--- config.mk ---
export PLATFORM = sky130hd
export DESIGN_NAME = alu_result_display
export DESIGN_NICKNAME = d
export VERILOG_FILES = /design/src/rtl/alu_result_display.sv
export SDC_FILE = /design/constraint.sdc
export NUM_CORES = 1
export LEC_CHECK = 0
export CORE_UTILIZATION = 52
export DETAILED_ROUTE_END_ITERATION = 12
export PLACE_DENSITY_LB_ADDON = 0.1
export SYNTH_ARGS = -nofsm -noshare
export SYNTH_HDL_FRONTEND = slang
export SYNTH_SLANG_ARGS = --single-unit
--- constraint.sdc ---
create_clock -name clk -period 2.7 [get_ports clk]
set_input_delay 0.27 -clock clk [delete_from_list [all_inputs] [get_ports clk]]
set_output_delay 0.27 -clock clk [all_outputs]
set_load 0.005 [all_outputs]
--- src/rtl/alu_result_display.sv ---
// Result display stage for the 4-bit ALU: captures result/op-code, converts the
// result to BCD by double-dabble (one bit per clock) and scans four 7-segment digits.
module alu_result_display #(
    parameter int unsigned REFRESH_BITS = 18,
    parameter bit          BLANK_ZEROS  = 1'b1
) (
    input  logic       clk,
    input  logic       rst_n,
    input  logic [7:0] result,
    input  logic [3:0] operations,
    input  logic       load,
    output logic       busy,
    output logic [6:0] seg,
    output logic       dp,
    output logic [3:0] an
);

    typedef enum logic {IDLE, CONV} state_t;

    state_t                  state;
    logic [REFRESH_BITS-1:0] scan_cnt;
    logic [7:0]              shift;
    logic [9:0]              bcd;
    logic [2:0]              bitcnt;
    logic [3:0]              code;
    logic [1:0]              disp_h;
    logic [3:0]              disp_t;
    logic [3:0]              disp_o;
    logic [3:0]              disp_code;

    logic [9:0]  bcd_adj;
    logic [17:0] dabble;
    logic        conv_done;
    logic [1:0]  nxt_h;
    logic [3:0]  nxt_t;
    logic [3:0]  nxt_o;
    logic [3:0]  nxt_code;
    logic [1:0]  sel;
    logic [3:0]  nib;
    logic        blank;
    logic [3:0]  an_nxt;
    logic [6:0]  seg_nxt;

    function automatic logic [6:0] hex7(input logic [3:0] v);
        logic [6:0] s;
        case (v)
            4'h0: s = 7'b1000000;
            4'h1: s = 7'b1111001;
            4'h2: s = 7'b0100100;
            4'h3: s = 7'b0110000;
            4'h4: s = 7'b0011001;
            4'h5: s = 7'b0010010;
            4'h6: s = 7'b0000010;
            4'h7: s = 7'b1111000;
            4'h8: s = 7'b0000000;
            4'h9: s = 7'b0010000;
            4'hA: s = 7'b0001000;
            4'hB: s = 7'b0000011;
            4'hC: s = 7'b1000110;
            4'hD: s = 7'b0100001;
            4'hE: s = 7'b0000110;
            default: s = 7'b0001110;
        endcase
        return s;
    endfunction

    // One double-dabble step: add 3 to nibbles >= 5, then shift {bcd, shift} left.
    always_comb begin
        bcd_adj = bcd;
        if (bcd[3:0] >= 4'd5) bcd_adj[3:0] = bcd[3:0] + 4'd3;
        if (bcd[7:4] >= 4'd5) bcd_adj[7:4] = bcd[7:4] + 4'd3;
        dabble = {bcd_adj, shift} << 1;
    end

    // Digits about to be latched; the segment register uses these so a finished
    // conversion is visible from the very edge the display registers update.
    always_comb begin
        conv_done = (state == CONV) && (bitcnt == 3'd7);
        nxt_h     = conv_done ? dabble[17:16] : disp_h;
        nxt_t     = conv_done ? dabble[15:12] : disp_t;
        nxt_o     = conv_done ? dabble[11:8]  : disp_o;
        nxt_code  = conv_done ? code          : disp_code;
    end

    always_ff @(posedge clk or negedge rst_n) begin
        if (!rst_n) begin
            state     <= IDLE;
            busy      <= 1'b0;
            shift     <= '0;
            bcd       <= '0;
            bitcnt    <= '0;
            code      <= '0;
            disp_h    <= '0;
            disp_t    <= '0;
            disp_o    <= '0;
            disp_code <= '0;
        end else begin
            case (state)
                IDLE: begin
                    if (load) begin
                        shift  <= result;
                        code   <= operations;
                        bcd    <= '0;
                        bitcnt <= '0;
                        busy   <= 1'b1;
                        state  <= CONV;
                    end
                end
                CONV: begin
                    bcd    <= dabble[17:8];
                    shift  <= dabble[7:0];
                    bitcnt <= bitcnt + 3'd1;
                    if (conv_done) begin
                        disp_h    <= nxt_h;
                        disp_t    <= nxt_t;
                        disp_o    <= nxt_o;
                        disp_code <= nxt_code;
                        busy      <= 1'b0;
                        state     <= IDLE;
                    end
                end
                default: state <= IDLE;
            endcase
        end
    end

    assign sel = scan_cnt[REFRESH_BITS-1 -: 2];

    always_comb begin
        an_nxt = 4'b0111;
        nib    = nxt_code;
        blank  = 1'b0;
        case (sel)
            2'd0: begin
                an_nxt = 4'b0111;
                nib    = nxt_code;
            end
            2'd1: begin
                an_nxt = 4'b1011;
                nib    = {2'b00, nxt_h};
                blank  = BLANK_ZEROS && (nxt_h == 2'd0);
            end
            2'd2: begin
                an_nxt = 4'b1101;
                nib    = nxt_t;
                blank  = BLANK_ZEROS && (nxt_h == 2'd0) && (nxt_t == 4'd0);
            end
            default: begin
                an_nxt = 4'b1110;
                nib    = nxt_o;
            end
        endcase
        seg_nxt = blank ? 7'b1111111 : hex7(nib);
    end

    always_ff @(posedge clk or negedge rst_n) begin
        if (!rst_n) begin
            scan_cnt <= '0;
            seg      <= '1;
            dp       <= 1'b1;
            an       <= '1;
        end else begin
            scan_cnt <= scan_cnt + 1'b1;
            seg      <= seg_nxt;
            an       <= an_nxt;
            dp       <= (sel != 2'd0);
        end
    end

endmodule

==> metrics list <==
- Clock insertion delay at the later pin of the skew report: 0.35 ns
* Cell area after layout: 4363 um2
* Violations in the final reports: DRC
* Initial DRC count: 125
- The critical path goes through ha_1 -> ha_4 -> and2_4 -> buf_4 -> mux2_4 -> a211o_1 -> o22ai_2 -> buf_12 -> mux2i_1 -> o2111ai_1.
- Worst Path Arrival: between 2 and 3 ns
- Fraction of layout instances using a drive strength above 1: a little under a quarter
- In this run the core area contains 29 standard-cell rows.
- The repair_antennas step left the layout with diodes totalling 0.
* Crit end category: flip-flop
- On the critical path, the stage with the largest delay is an instance of sky130_fd_sc_hd__dfrtp_1.
- Before antenna repair, the detailed router went through 9 iterations.
* Clock H-tree levels: 3
* Worst max-slew margin expressed relative to the limit: between 40 and 50%
- The final layout contains routed wiring with a total length of 7007 um.
* Highest metal layer with signal wires: met4
* Layout Cells excl Fill: about 470
- During placement, the flow inserted port buffers numbering 27.
- Fraction of registers with async set or reset after synthesis: 100.0%
- Clock tree from TritonCTS: done
- Dpl cell area: approximately 4000 um2
* Result of the run: complete, but fails checks
- Global-route wire length before repair: 12,010 um
- Routability-driven placement finished with a final weighted congestion of 0.8088.
- Data required time at the worst endpoint: 2.95 ns
- The analysis attributes to cell leakage a power of 1.963 nW.
- The number of global-route vias before repair is ~2,600.
- The die is 84.33 um wide.
- Pwr dens: 1032 nW/um2
- Number of clock buffers inserted by TritonCTS: 9
* Num Clock Sinks: 70
- Leading register cell type out of synthesis: sky130_fd_sc_hd__dfrtp_1
- DIE HEIGHT: 84.33 um
- R2r endpoint: seg[3]
- VDD IR max: 476.1 uV
* Estimated wirelength of the detail-placed design: around 4800 um
- Reg clk slew, reported paths: 0.08 ns
- STA classifies the critical path startpoint as a flip-flop.
- For this block, wires on met1 add up to 3240 um.
* #FFs+latches synth: 70
- Detailed routing placed a total of between 200 and 250 um of wire on met3.
- In the final layout, the multi-input gates occupy 1695 um2.
* Share of the core filled with cells: just under 70%
* Number of nets still failing antenna checks after routing: 0
- Cell Area, Synth: 3525 um2
- Relative area change from synthesis to final layout: 23.78%
* Final net count: 418
- Sequential cell area fraction in the yosys report: 50.12%
- For this run, design rule violations remaining after detail routing come to 11.
* FF-to-FF path depth: 10
* Die Outline Area: 7112 um2
- Final hold violations: 0
- For the pin with the worst max-slew slack, the measured transition is about 0.86 ns.
- Count of warnings emitted by yosys: 0
- Seq. cell area: 1767 um2
* Floorplan core area: 6459 um2
- Peak fanout along the critical path: 13
* Number of max-cap violations: 0
- Counting distinct cell types in the post-synthesis netlist gives 56.
- Instance count after placement with tap cells included: 446
- Timing would allow up to 384.1 MHz.
* Final critical-path required period: 2.604 ns
- The average instance in the mapped netlist occupies around 11 um2.
- Number of antenna violations at the first check in global routing: 0
* Cell at the root of the clock tree: sky130_fd_sc_hd__clkbuf_8
- In this run the worst hold path is classified as primary input to async pin.
- Entering global routing, the biggest net connects about 70 pins.
- For this design the top-level I/O count stands at 28.
- In this run, post-CTS hold repair placed 0 buffers.
- In the final routed layout, each cell accounts on average for 15.04 um.
- Overall track demand over capacity in global routing: 21.83%
- Grt ovf: 0
* Fillers: 511
- Maximum single-stage delay on the critical path: 0.40 ns
- The worst register-to-register path begins at bitcnt[0].
* EDFF count, synth: 0
- Once the floorplan was initialized, standard cells occupied a little over half of the core.
- # setup viols final: 0
- Syn_nets: 365
- The longest clock path from root to sink contains 2 buffers.
* Worst Setup Path Type: flip-flop to flip-flop
- The routed layout has ~2,600 vias.
- Synthesis handed over a netlist of roughly 330 instances.
* Met2 Wirelength: 3327 um
* Period Utilization, post-route: 96.43%
- In this run the register-to-register setup slack is 0.1 ns.
- Across the routed clock network, the largest skew measured is 0.01047 ns.
* Avg Vias per Cell: 5.644
- Number of pins with negative max-slew slack in the final report: 0
* Total negative setup slack: 0 ns
## cell usage in the layout, fill, tap and decap left out, types with 5 or more instances in the layout
cell type                          n
sky130_fd_sc_hd__ha_1             15
sky130_fd_sc_hd__mux2i_1          12
sky130_fd_sc_hd__xnor2_1          14
sky130_fd_sc_hd__and3_1            5
sky130_fd_sc_hd__dfrtp_1          58
sky130_fd_sc_hd__nand2b_1          6
sky130_fd_sc_hd__buf_4            29
sky130_fd_sc_hd__o21ai_0          13
sky130_fd_sc_hd__clkdlybuf4s50_1  26
sky130_fd_sc_hd__a21oi_1          10
sky130_fd_sc_hd__o31ai_1           5
sky130_fd_sc_hd__dfstp_2          12
sky130_fd_sc_hd__a31oi_1           5
sky130_fd_sc_hd__nor2_1           11
sky130_fd_sc_hd__mux2_2            7
sky130_fd_sc_hd__inv_1            19
sky130_fd_sc_hd__nand3_1          13
sky130_fd_sc_hd__clkbuf_8         10
sky130_fd_sc_hd__nand2_1          39
## stage by stage
stage | total power (W) | hold WS, ns | worst slack [ns]
6_report | 0.004502 | 0.1039 | 0.09646
5_1_grt | 0.004836 | 0.2258 | -0.001207
4_1_cts | 0.004396 | 0.1508 | 0.001743
2_1_floorplan | 0.002807 | -0.02559 | 0.01138
3_3_place_gp | 0.003383 | 0.4538 | 0.06396
3_5_place_dp | 0.003432 | 0.4553 | -0.05117
## how the worst max path moves through the flow
stage / startpoint / end / cells after the start
final: bitcnt[0] / seg[3] / 10
after global routing: bcd[4] / seg[1] / 11
after CTS: bitcnt[0] / seg[5] / 11
after detailed placement: bitcnt[0] / seg[5] / 12
after global placement: bitcnt[0] / seg[5] / 12
after floorplan: bitcnt[0] / seg[5] / 13
## report_power, final
| part | internal [W] | leakage (nW) | switching (W) |
|---|---|---|---|
| combinational | 0.000949 | 0.999 | 0.000993 |
| clock | 0.000542 | 0.110 | 0.000400 |
| sequential | 0.00141 | 0.854 | 0.000213 |
| total | 0.00290 | 1.96 | 0.00161 |
## Yosys cell counts, types with 3 or more instances
cell type	instances	area, um2
sky130_fd_sc_hd__dfrtp_1	58	1451
sky130_fd_sc_hd__nand2_1	40	150.1
sky130_fd_sc_hd__inv_1	21	78.83
sky130_fd_sc_hd__ha_1	19	237.7
sky130_fd_sc_hd__xnor2_1	14	122.6
sky130_fd_sc_hd__nand3_1	13	65.06
sky130_fd_sc_hd__o21ai_0	13	65.06
sky130_fd_sc_hd__dfstp_2	12	315.3
sky130_fd_sc_hd__mux2i_1	12	120.1
sky130_fd_sc_hd__a21oi_1	11	55.05
sky130_fd_sc_hd__nor2_1	11	41.29
sky130_fd_sc_hd__clkbuf_1	7	26.28
sky130_fd_sc_hd__mux2_2	7	78.83
sky130_fd_sc_hd__nand2b_1	6	37.54
sky130_fd_sc_hd__o31ai_1	6	45.04
sky130_fd_sc_hd__a31oi_1	5	31.28
sky130_fd_sc_hd__and3_1	5	31.28
sky130_fd_sc_hd__a2111oi_0	4	35.03
sky130_fd_sc_hd__buf_2	4	20.02
sky130_fd_sc_hd__a211oi_1	3	22.52
sky130_fd_sc_hd__a21o_1	3	22.52
sky130_fd_sc_hd__buf_6	3	33.78
sky130_fd_sc_hd__nor3_1	3	15.01
sky130_fd_sc_hd__or3_1	3	18.77
sky130_fd_sc_hd__xor2_1	3	26.28
## cells by family after synthesis
group / share of synthesized area [%]
fa+ha+maj: 6.745
flops: 50.12
simple gates: 13.31
mux: 6.070
buf+inv: 4.722
compound gates: 14.80
xor+xnor: 4.225
## worst max-delay path: cells and delay by family, from the launching register on
kind | cells | cell delay [ns]
buffers and inverters | 2 | 0.31
AND/OR/NAND/NOR | 1 | 0.18
flip-flops | 1 | 0.40
multiplexers | 2 | 0.50
AO/OA/AOI/OAI | 3 | 0.69
adder cells (fa/ha/maj) | 2 | 0.42
## timing repair
action                                  CTS  global route
gates resized for setup                   3            19
buffers inserted                          0             4
pin swaps                                 0             7
gates cloned                              0             0
endpoints found under the setup margin    7             7
## per-layer routing
layer / vias up / GRT usage, %
met4: 0 / 13.25
met5: - / 0
li1: 1273 / -
met2: 55 / 34.05
met1: 1285 / 28.86
met3: 17 / 3.540
## sequential cells by signal, summed over array words and instances (netlist names)
name and flops:
scan_cnt 18, bcd 9, shift 8, seg 7, an 4, code 4
disp_code 4, disp_o 4, disp_t 4, bitcnt 3, disp_h 2, busy 1
dp 1, state 1
## cell type report
class | count | share of cell area [%]
Sequential cell | 70 | 40.49
Multi-Input combinational cell | 225 | 38.86
Timing Repair Buffer | 57 | 11.53
Clock buffer | 10 | 3.155
Tap cell | 77 | 2.208
Clock inverter | 6 | 1.950
Inverter | 21 | 1.807
Note: power is estimated with default switching activity, not from simulation.
